--- src/rtl/rv_ma_lsu_if.sv ---
// rv_ma_lsu_if -- data-memory request/response bus used by the load/store unit.
//
// Signals:
//   dmem_req_valid    request offered (held stable until dmem_req_ready)
//   dmem_req_ready    memory accepts the request this cycle
//   dmem_req_wr_en    1 = store, 0 = load
//   dmem_req_addr     XLEN  aligned address (low log2(BE_W) bits zero)
//   dmem_req_byte_en  BE_W  active byte lanes
//   dmem_req_wr_data  XLEN  store data already shifted into its lanes
//   dmem_rsp_valid    load response present
//   dmem_rsp_data     XLEN  full aligned word returned by memory
//
// Modports: master (LSU side), slave (memory side).
interface rv_ma_lsu_if #(
   parameter int XLEN = 32,
   parameter int BE_W = XLEN / 8
);
   logic            dmem_req_valid;
   logic            dmem_req_ready;
   logic            dmem_req_wr_en;
   logic [XLEN-1:0] dmem_req_addr;
   logic [BE_W-1:0] dmem_req_byte_en;
   logic [XLEN-1:0] dmem_req_wr_data;
   logic            dmem_rsp_valid;
   logic [XLEN-1:0] dmem_rsp_data;

   modport master (
      output dmem_req_valid,
      output dmem_req_wr_en,
      output dmem_req_addr,
      output dmem_req_byte_en,
      output dmem_req_wr_data,
      input  dmem_req_ready,
      input  dmem_rsp_valid,
      input  dmem_rsp_data
   );

   modport slave (
      input  dmem_req_valid,
      input  dmem_req_wr_en,
      input  dmem_req_addr,
      input  dmem_req_byte_en,
      input  dmem_req_wr_data,
      output dmem_req_ready,
      output dmem_rsp_valid,
      output dmem_rsp_data
   );
endinterface

--- src/rtl/rv_ma_lsu.sv ---
// rv_ma_lsu -- load/store unit sitting between pipeline stages Q103H and Q104H.
//
// Takes a decoded instruction in Q103H, issues at most one data-memory request
// at a time, formats load data, and registers the write-back result into Q104H.
// Misaligned accesses are not sent to memory; they retire at once with the
// misalign flag set.
//
// Ports:
//   clk, rst                    clock, synchronous active-high reset
//   valid_Q103H                 instruction present
//   rd_en_Q103H / wr_en_Q103H   load / store
//   size_Q103H                  00 byte, 01 half, 10 word, 11 double
//   sign_ext_Q103H              sign-extend load result
//   sel_wb_Q103H                00 pc_plus4, 01 alu_out, 10 load data, 11 zero
//   pc_plus4_Q103H, alu_out_Q103H (byte address), wr_data_Q103H
//   stall_Q103H                 upstream must hold Q103H inputs
//   bus                         data-memory interface (master side)
//   wb_valid_Q104H, wb_data_Q104H, misalign_Q104H   registered write-back
module rv_ma_lsu #(
   parameter int XLEN = 32,
   parameter int BE_W = XLEN / 8
) (
   input  logic            clk,
   input  logic            rst,
   input  logic            valid_Q103H,
   input  logic            rd_en_Q103H,
   input  logic            wr_en_Q103H,
   input  logic [1:0]      size_Q103H,
   input  logic            sign_ext_Q103H,
   input  logic [1:0]      sel_wb_Q103H,
   input  logic [XLEN-1:0] pc_plus4_Q103H,
   input  logic [XLEN-1:0] alu_out_Q103H,
   input  logic [XLEN-1:0] wr_data_Q103H,
   output logic            stall_Q103H,
   rv_ma_lsu_if.master     bus,
   output logic            wb_valid_Q104H,
   output logic [XLEN-1:0] wb_data_Q104H,
   output logic            misalign_Q104H
);
   localparam int OFF_W = $clog2(BE_W);

   typedef enum logic [1:0] {IDLE, REQ, WAIT} state_t;

   state_t          state_reg, state_next;
   logic            mem_op;
   logic            misaligned;
   logic            complete;
   logic            req_valid;
   logic [OFF_W-1:0] offset;
   logic [7:0]      be_base;
   logic [XLEN-1:0] rsp_shifted;
   logic [XLEN-1:0] load_mask;
   logic            load_sign;
   logic [XLEN-1:0] load_data;
   logic [XLEN-1:0] wb_sel_data;

   logic            wb_valid_reg;
   logic [XLEN-1:0] wb_data_reg;
   logic            misalign_reg;

   assign mem_op = valid_Q103H & (rd_en_Q103H | wr_en_Q103H);
   assign offset = alu_out_Q103H[OFF_W-1:0];

   // Doubleword accesses do not exist on a 32-bit datapath, so they are
   // reported as misaligned rather than split into two requests.
   always_comb begin
      misaligned = 1'b0;
      case (size_Q103H)
         2'b00:   misaligned = 1'b0;
         2'b01:   misaligned = alu_out_Q103H[0];
         2'b10:   misaligned = |alu_out_Q103H[1:0];
         default: misaligned = (XLEN == 32) ? 1'b1 : |alu_out_Q103H[2:0];
      endcase
   end

   // Request fields are pure functions of the Q103H inputs; because the
   // pipeline holds those inputs while stalled, the request stays stable
   // for as long as it is offered.
   always_comb begin
      be_base = 8'h01;
      case (size_Q103H)
         2'b00:   be_base = 8'h01;
         2'b01:   be_base = 8'h03;
         2'b10:   be_base = 8'h0F;
         default: be_base = 8'hFF;
      endcase
   end

   assign bus.dmem_req_valid   = req_valid;
   assign bus.dmem_req_wr_en   = wr_en_Q103H;
   assign bus.dmem_req_addr    = {alu_out_Q103H[XLEN-1:OFF_W], {OFF_W{1'b0}}};
   assign bus.dmem_req_byte_en = BE_W'(be_base) << offset;
   assign bus.dmem_req_wr_data = wr_data_Q103H << {offset, 3'b000};

   // Load formatting: bring the addressed bytes down to bit 0, keep the
   // access width via a mask, then fill the upper bits with the sign or zero.
   assign rsp_shifted = bus.dmem_rsp_data >> {offset, 3'b000};
   assign load_mask   = ~({XLEN{1'b1}} << (8 << size_Q103H));

   always_comb begin
      load_sign = rsp_shifted[XLEN-1];
      case (size_Q103H)
         2'b00:   load_sign = rsp_shifted[7];
         2'b01:   load_sign = rsp_shifted[15];
         2'b10:   load_sign = rsp_shifted[31];
         default: load_sign = rsp_shifted[XLEN-1];
      endcase
   end

   assign load_data = (rsp_shifted & load_mask) |
                      ((sign_ext_Q103H & load_sign) ? ~load_mask : {XLEN{1'b0}});

   // Next-state and handshake decode.
   always_comb begin
      state_next = state_reg;
      req_valid  = 1'b0;
      complete   = 1'b0;
      case (state_reg)
         IDLE, REQ: begin
            if (!mem_op) begin
               state_next = IDLE;
            end else if (misaligned) begin
               complete   = 1'b1;
               state_next = IDLE;
            end else begin
               req_valid = 1'b1;
               if (bus.dmem_req_ready) begin
                  if (wr_en_Q103H) begin
                     complete   = 1'b1;
                     state_next = IDLE;
                  end else begin
                     state_next = WAIT;
                  end
               end else begin
                  state_next = REQ;
               end
            end
         end
         WAIT: begin
            // Responses are only meaningful here; anywhere else they are stale.
            if (bus.dmem_rsp_valid) begin
               complete   = 1'b1;
               state_next = IDLE;
            end
         end
         default: state_next = IDLE;
      endcase
      if (rst) begin
         state_next = IDLE;
         req_valid  = 1'b0;
      end
   end

   assign stall_Q103H = mem_op & ~complete & ~rst;

   always_ff @(posedge clk) begin
      if (rst) state_reg <= IDLE;
      else     state_reg <= state_next;
   end

   always_comb begin
      wb_sel_data = {XLEN{1'b0}};
      case (sel_wb_Q103H)
         2'b00:   wb_sel_data = pc_plus4_Q103H;
         2'b01:   wb_sel_data = alu_out_Q103H;
         2'b10:   wb_sel_data = load_data;
         default: wb_sel_data = {XLEN{1'b0}};
      endcase
   end

   // While stalled the data register holds and a bubble enters Q104H.
   always_ff @(posedge clk) begin
      if (rst) begin
         wb_valid_reg <= 1'b0;
         wb_data_reg  <= {XLEN{1'b0}};
         misalign_reg <= 1'b0;
      end else if (stall_Q103H) begin
         wb_valid_reg <= 1'b0;
         misalign_reg <= 1'b0;
      end else begin
         wb_valid_reg <= valid_Q103H;
         misalign_reg <= mem_op & misaligned;
         wb_data_reg  <= (mem_op & misaligned) ? {XLEN{1'b0}} : wb_sel_data;
      end
   end

   assign wb_valid_Q104H = wb_valid_reg;
   assign wb_data_Q104H  = wb_data_reg;
   assign misalign_Q104H = misalign_reg;
endmodule
--- src/flat_wrapper.sv ---
// flat-port wrapper written by rule: the top's interface ports become plain ports
module rv_ma_lsu_flat 
#(
   parameter int XLEN = 32,
   parameter int BE_W = XLEN / 8
)
  (clk, rst, valid_Q103H, rd_en_Q103H, wr_en_Q103H, size_Q103H, sign_ext_Q103H, sel_wb_Q103H, pc_plus4_Q103H, alu_out_Q103H, wr_data_Q103H, stall_Q103H, wb_valid_Q104H, wb_data_Q104H, misalign_Q104H, bus_dmem_req_valid, bus_dmem_req_wr_en, bus_dmem_req_addr, bus_dmem_req_byte_en, bus_dmem_req_wr_data, bus_dmem_req_ready, bus_dmem_rsp_valid, bus_dmem_rsp_data);
  rv_ma_lsu_if #(.XLEN(XLEN), .BE_W(BE_W)) bus_i ();
  input  logic clk;
  input  logic rst;
  input  logic valid_Q103H;
  input  logic rd_en_Q103H;
  input  logic wr_en_Q103H;
  input  logic [1:0] size_Q103H;
  input  logic sign_ext_Q103H;
  input  logic [1:0] sel_wb_Q103H;
  input  logic [XLEN-1:0] pc_plus4_Q103H;
  input  logic [XLEN-1:0] alu_out_Q103H;
  input  logic [XLEN-1:0] wr_data_Q103H;
  output logic stall_Q103H;
  output logic wb_valid_Q104H;
  output logic [XLEN-1:0] wb_data_Q104H;
  output logic misalign_Q104H;
  output wire logic [$bits(bus_i.dmem_req_valid)-1:0] bus_dmem_req_valid;
  output wire logic [$bits(bus_i.dmem_req_wr_en)-1:0] bus_dmem_req_wr_en;
  output wire logic [$bits(bus_i.dmem_req_addr)-1:0] bus_dmem_req_addr;
  output wire logic [$bits(bus_i.dmem_req_byte_en)-1:0] bus_dmem_req_byte_en;
  output wire logic [$bits(bus_i.dmem_req_wr_data)-1:0] bus_dmem_req_wr_data;
  input wire logic [$bits(bus_i.dmem_req_ready)-1:0] bus_dmem_req_ready;
  input wire logic [$bits(bus_i.dmem_rsp_valid)-1:0] bus_dmem_rsp_valid;
  input wire logic [$bits(bus_i.dmem_rsp_data)-1:0] bus_dmem_rsp_data;
  assign bus_dmem_req_valid = bus_i.dmem_req_valid;
  assign bus_dmem_req_wr_en = bus_i.dmem_req_wr_en;
  assign bus_dmem_req_addr = bus_i.dmem_req_addr;
  assign bus_dmem_req_byte_en = bus_i.dmem_req_byte_en;
  assign bus_dmem_req_wr_data = bus_i.dmem_req_wr_data;
  assign bus_i.dmem_req_ready = bus_dmem_req_ready;
  assign bus_i.dmem_rsp_valid = bus_dmem_rsp_valid;
  assign bus_i.dmem_rsp_data = bus_dmem_rsp_data;
  rv_ma_lsu #(.XLEN(XLEN), .BE_W(BE_W)) u_core (.clk(clk), .rst(rst), .valid_Q103H(valid_Q103H), .rd_en_Q103H(rd_en_Q103H), .wr_en_Q103H(wr_en_Q103H), .size_Q103H(size_Q103H), .sign_ext_Q103H(sign_ext_Q103H), .sel_wb_Q103H(sel_wb_Q103H), .pc_plus4_Q103H(pc_plus4_Q103H), .alu_out_Q103H(alu_out_Q103H), .wr_data_Q103H(wr_data_Q103H), .stall_Q103H(stall_Q103H), .bus(bus_i), .wb_valid_Q104H(wb_valid_Q104H), .wb_data_Q104H(wb_data_Q104H), .misalign_Q104H(misalign_Q104H));
endmodule
--- config.mk ---
export PLATFORM = sky130hd
export DESIGN_NAME = rv_ma_lsu_flat
export DESIGN_NICKNAME = d
export VERILOG_FILES = /design/src/rtl/rv_ma_lsu_if.sv /design/src/rtl/rv_ma_lsu.sv /design/src/flat_wrapper.sv
export SDC_FILE = /design/constraint.sdc
export NUM_CORES = 1
export LEC_CHECK = 0
export ABC_AREA = 1
export ABC_CLOCK_PERIOD_IN_PS = 3700
export CELL_PAD_IN_SITES_DETAIL_PLACEMENT = 1
export CELL_PAD_IN_SITES_GLOBAL_PLACEMENT = 1
export CORE_MARGIN = 5
export CORE_UTILIZATION = 24
export DETAILED_ROUTE_END_ITERATION = 12
export PLACE_DENSITY = 0.83
export SLEW_MARGIN = 25
export SYNTH_ARGS = -nofsm -noshare
export SYNTH_HDL_FRONTEND = slang
export SYNTH_SLANG_ARGS = --single-unit
--- constraint.sdc ---
create_clock -name clk -period 3.7 [get_ports clk]
set_clock_uncertainty 0.1 [all_clocks]
set_input_delay 1.11 -clock clk [delete_from_list [all_inputs] [get_ports clk]]
set_output_delay 1.11 -clock clk [all_outputs]
set_load 0.02 [all_outputs]
# After elaboration in Yosys (flattened, before gate mapping)
# Index checks and enable logic that the tools add are counted.
# Widths: inputs -> output; s select.
[word_totals]
inputBits = 140
output_inout_bits = 105
wordCells = 56
regBits = 36
[op_classes]
eq_ne = 7
mux = 22
n_reduce_logical = 6
bitwise = 12
shift = 5
[op_table]
columns = ["op", "n"]
rows = [
  ["$pmux 32 s3", 1],
  ["$mux 32", 2],
  ["$not 32->32", 2],
  ["$and 32x32->32", 1],
  ["$or 32x32->32", 1],
  ["$shl 32x32->32 const A", 1],
  ["$shl 32x5->32", 1],
  ["$shl 4x2->32 const A", 1],
  ["$shr 32x5->32", 1],
  ["$pmux 4 s3", 1],
  ["$mux 2", 5],
  ["$mux 1", 9],
  ["$eq 2x1->1 const B", 3],
  ["$eq 2x2->1 const B", 3],
  ["$logic_not 2->1", 3],
  ["$reduce_or 2->1", 3],
  ["$and 1x1->1", 5],
  ["$pmux 1 s2", 2],
  ["$pmux 2 s2", 1],
  ["$shl 4x2->4", 1],
  ["$pmux 1 s3", 1],
  ["$ne 2x2->1 const B", 1],
  ["$not 1->1", 2],
  ["$or 1x1->1", 1],
]

# Depth between registers and ports, before layout
[logic_depth]
depth_word = 9
mapped_depth = 13
depth_no_buf = 11

# Worst setup path after synthesis
# Ideal clock, no wire load.
[synth_timing]
kind = "input port to output port"
startpoint = "input port alu_out_Q103H[0]"
endpoint = "output port bus_dmem_req_wr_data[16]"
slack_ns = 0.066
t_arrival_ns = 2.424
path_stages = 6
cell_sequence = "buf_6 -> inv_4 -> buf_2 -> buf_1 -> nor2_1 -> o32ai_1"
[synth_via]
elab_chain_len = 1
[synth_rtl]
columns = ["item", "line_no", "source"]
rows = [
  ["from (decl)", "flat_wrapper.sv:18", "input logic [XLEN-1:0] alu_out_Q103H;"],
  ["$shl 32x5->32", "rv_ma_lsu.sv:93", "assign bus.dmem_req_wr_data = wr_data_Q103H << {offset, 3'b000};"],
  ["to (decl)", "flat_wrapper.sv:28", "output wire logic [$bits(bus_i.dmem_req_wr_data)-1:0] bus_dmem_req_wr_data;"],
]
# No other way between the ends.

# Worst setup path after layout
[layout_timing]
startpoint = "input port size_Q103H[0]"
endpoint = "output port bus_dmem_req_byte_en[3]"
[layout_via]
elab_chain_len = 3
[layout_rtl]
columns = ["item", "line_no", "source"]
rows = [
  ["from (decl)", "flat_wrapper.sv:14", "input logic [1:0] size_Q103H;"],
  ["$eq 2x2->1, or another cell as far along", "rv_ma_lsu.sv:81", "case (size_Q103H)"],
  ["$pmux 4 s3 *", "rv_ma_lsu.sv:81", ""],
  ["$shl 4x2->4 *", "rv_ma_lsu.sv:92", "assign bus.dmem_req_byte_en = BE_W'(be_base) << offset;"],
  ["to (decl)", "flat_wrapper.sv:27", "output wire logic [$bits(bus_i.dmem_req_byte_en)-1:0] bus_dmem_req_byte_en;"],
]
# Every way passes the cells marked *; elsewhere a longest branch is shown, timed or not.

==> metrics.cfg <==
[placed_design]
port_buffers = 242
gp_congestion = 0.822
dp_slack_ns = -0.315
dp_hpwl_mm = 13.4

[finish]
fin_nets = 956
final_util_pct = 42.4
largest_reg_flops = 32
syn2layout_area_growth_pct = 74.7
drive_gt1_share_pct = 9.67
fill_cells = 1883

[yosys]
yosys.cell_count.top_type = nand2_1
yosys.area_share.adder_pct = 0
synth_cell_type_count = 35
yosys.area_share.simple_pct = 37.8
yosys_warnings = 0
synthTopCellsByArea = nand2_1 (24%), dfxtp_1 (21%), buf_4 (7.5%)
synthMuxAreaShare_pct = 0
synth_cells = 595
synth-seq-cells = 36
synth_compound_area_share_pct = 21.7
syn_avg_cell_area_sq_um = 5.86
async_flop_share_pct = 0
synth_ff_type = dfxtp_1
synthXorXnorAreaFrac_pct = 0
synth_edf_count = 0
synth_common_cells = nand2_1 (227), inv_1 (52), nor2_1 (45)
seq_area_frac_synth_pct = 20.7
mappedNetlistArea_sq_mm = 0.00349
synth.largest_area_cell = nand2_1
synth_top_area_share_pct = 24.4
synth_top_family_by_area = simple AND/OR/NAND/NOR gates

[job]
drv_cap = 0

[drt]
post-route-drc-count = 0
drt-pass1-iter-count = 4
top_layer = met4
dr_wl_met2_mm = 8.16
wl_met1_mm = 6.88
drt_wl_total_mm = 16.3
wire_per_inst_um = 16.2
ant_nets = 0
wl_met3_um = 989
vias = 4600
drtIter0Drc = 240
viasPerCell = 4.59

[grt]
grt_pass1_vias = 4594
overflow = 0
grt_usage_pct = 18.4
grt_max_degree = 36
grt_pass1_wl_mm = 24.7
antenna_found_initial = 0

[clock_tree]
clkLatencyLatePin_ns = 0.28
numCtsBuffers = 5
cts.sinks = 36
ctsHtreeMaxLevel = 2
cts_tree = yes
post_cts_buffers = 0
clk_path_buf_depth = 2
clk_pin_slew_worst_paths_ns = 0.06
root_buffer = clkbuf_16

[floorplanning]
fp.coreArea_sq_mm = 0.0144
die_w_um = 131
die_area_sq_mm = 0.0170
boundaryPins = 245
die_h_um = 131
start_util_pct = 24.3
rows = 44

[worst_setup_path]
required_ns = 2.49
end_kind = output port
crit_type = primary input to output port
start_kind = primary input
worstPathArrival_ns = 2.41
critical_path.max_fanout = 3

[status]
status = finished, final reports clean

[sta]
tightestPinTransition_ns = 0.563
fin_crit_sh_pct = 97.9
setup_slack_ns = 0.0772
slew_viol_final = 0
setup_viol = 0
max-slew-margin-rel_pct = 62.4
min_period_ns = 3.62
hold_viol = 0
rsz0062_at_grt = no
fmax_mhz = 276

[min_path]
hold_path_class = flop to flop

[pwr]
power_leakage_uw = 0.00289
powerDensity_mw_per_mm2 = 250
vdd_ir_drop_max_mv = 0.153
fin_total_pwr_uw = 1520

[layout make-up]
class | count | area [sq um] | share of cell area [%]
inverters | 56 | 213 | 3.49
diodes | 1 | 2.50 | 0.0411
clock buffers | 8 | 146 | 2.40
well taps | 184 | 230 | 3.78
flip-flops and latches | 36 | 721 | 11.8
multi-input cells | 433 | 2090 | 34.2
repair buffers | 284 | 2700 | 44.3
[metal layers]
metal,track usage [%],vias up
met2,32.2,126
met4,4.30,0
met3,4.07,14
li1,-,2325
met5,0,-
met1,23.1,2135
[worst paths after layout]
path	start	end	slack, ns	depth (start not counted)
max	size_Q103H[0]	bus_dmem_req_byte_en[3]	0.08	7
min	u_core.state_reg[0]	u_core.state_reg[1]	0.35	1
max reg2reg	u_core.state_reg[1]	u_core.wb_data_Q104H[20]	2.06	9
min reg2reg	u_core.state_reg[0]	u_core.state_reg[1]	0.35	1
[cell usage in the layout (no fill, tap or decap), types with 20 or more instances in the layout]
| cell | netlist | final |
|---|---|---|
| a21oi_1 | 28 | 28 |
| a22o_1 | 24 | 24 |
| buf_4 | 35 | 41 |
| clkdlybuf4s50_1 | 0 | 203 |
| dfxtp_1 | 36 | 36 |
| dlygate4sd2_1 | 0 | 30 |
| inv_1 | 52 | 52 |
| nand2_1 | 227 | 227 |
| nand3_1 | 20 | 20 |
| nor2_1 | 45 | 44 |
| o21ai_0 | 25 | 25 |
[logic make-up after synthesis]
family                 after synthesis
AOI/OAI and AO/OA                  113
buffers and inverters              127
DFF                                 36
other                                1
and+or+nand+nor                    318
[power by group]
part | internal (uW) | switching (uW)
clock network | 269 | 163
logic | 330 | 339
registers | 410 | 10.7
total | 1010 | 513
[through the flow]
step | setup TNS, ns | instance area (sq um) | cells | hold slack [ns]
global placement | -2.35 | 5990 | 993 | 0.332
finish | 0 | 6100 | 1002 | 0.350
detailed placement | -2.80 | 5990 | 993 | 0.336
global route | 0 | 6090 | 1001 | 0.353
CTS | -0.0541 | 6100 | 1001 | 0.348
floorplan | 0 | 3490 | 596 | 0.320
[worst max-delay path, stage by stage]
cell and delay, ns:
clkdlybuf4s50_1 0.45, inv_1 0.10, buf_4 0.17, nand2_2 0.06, nor2_1 0.05, a21oi_1 0.10, dlygate4sd2_1 0.37
[timing repair]
action | 4_1_cts | 5_1_grt
setup endpoints to repair | 33 | 7
gates resized for setup | 34 | 9
pin swaps | 0 | 1
gates cloned | 0 | 0
hold buffers | 0 | 0
Power figures use the tool's default switching activity.
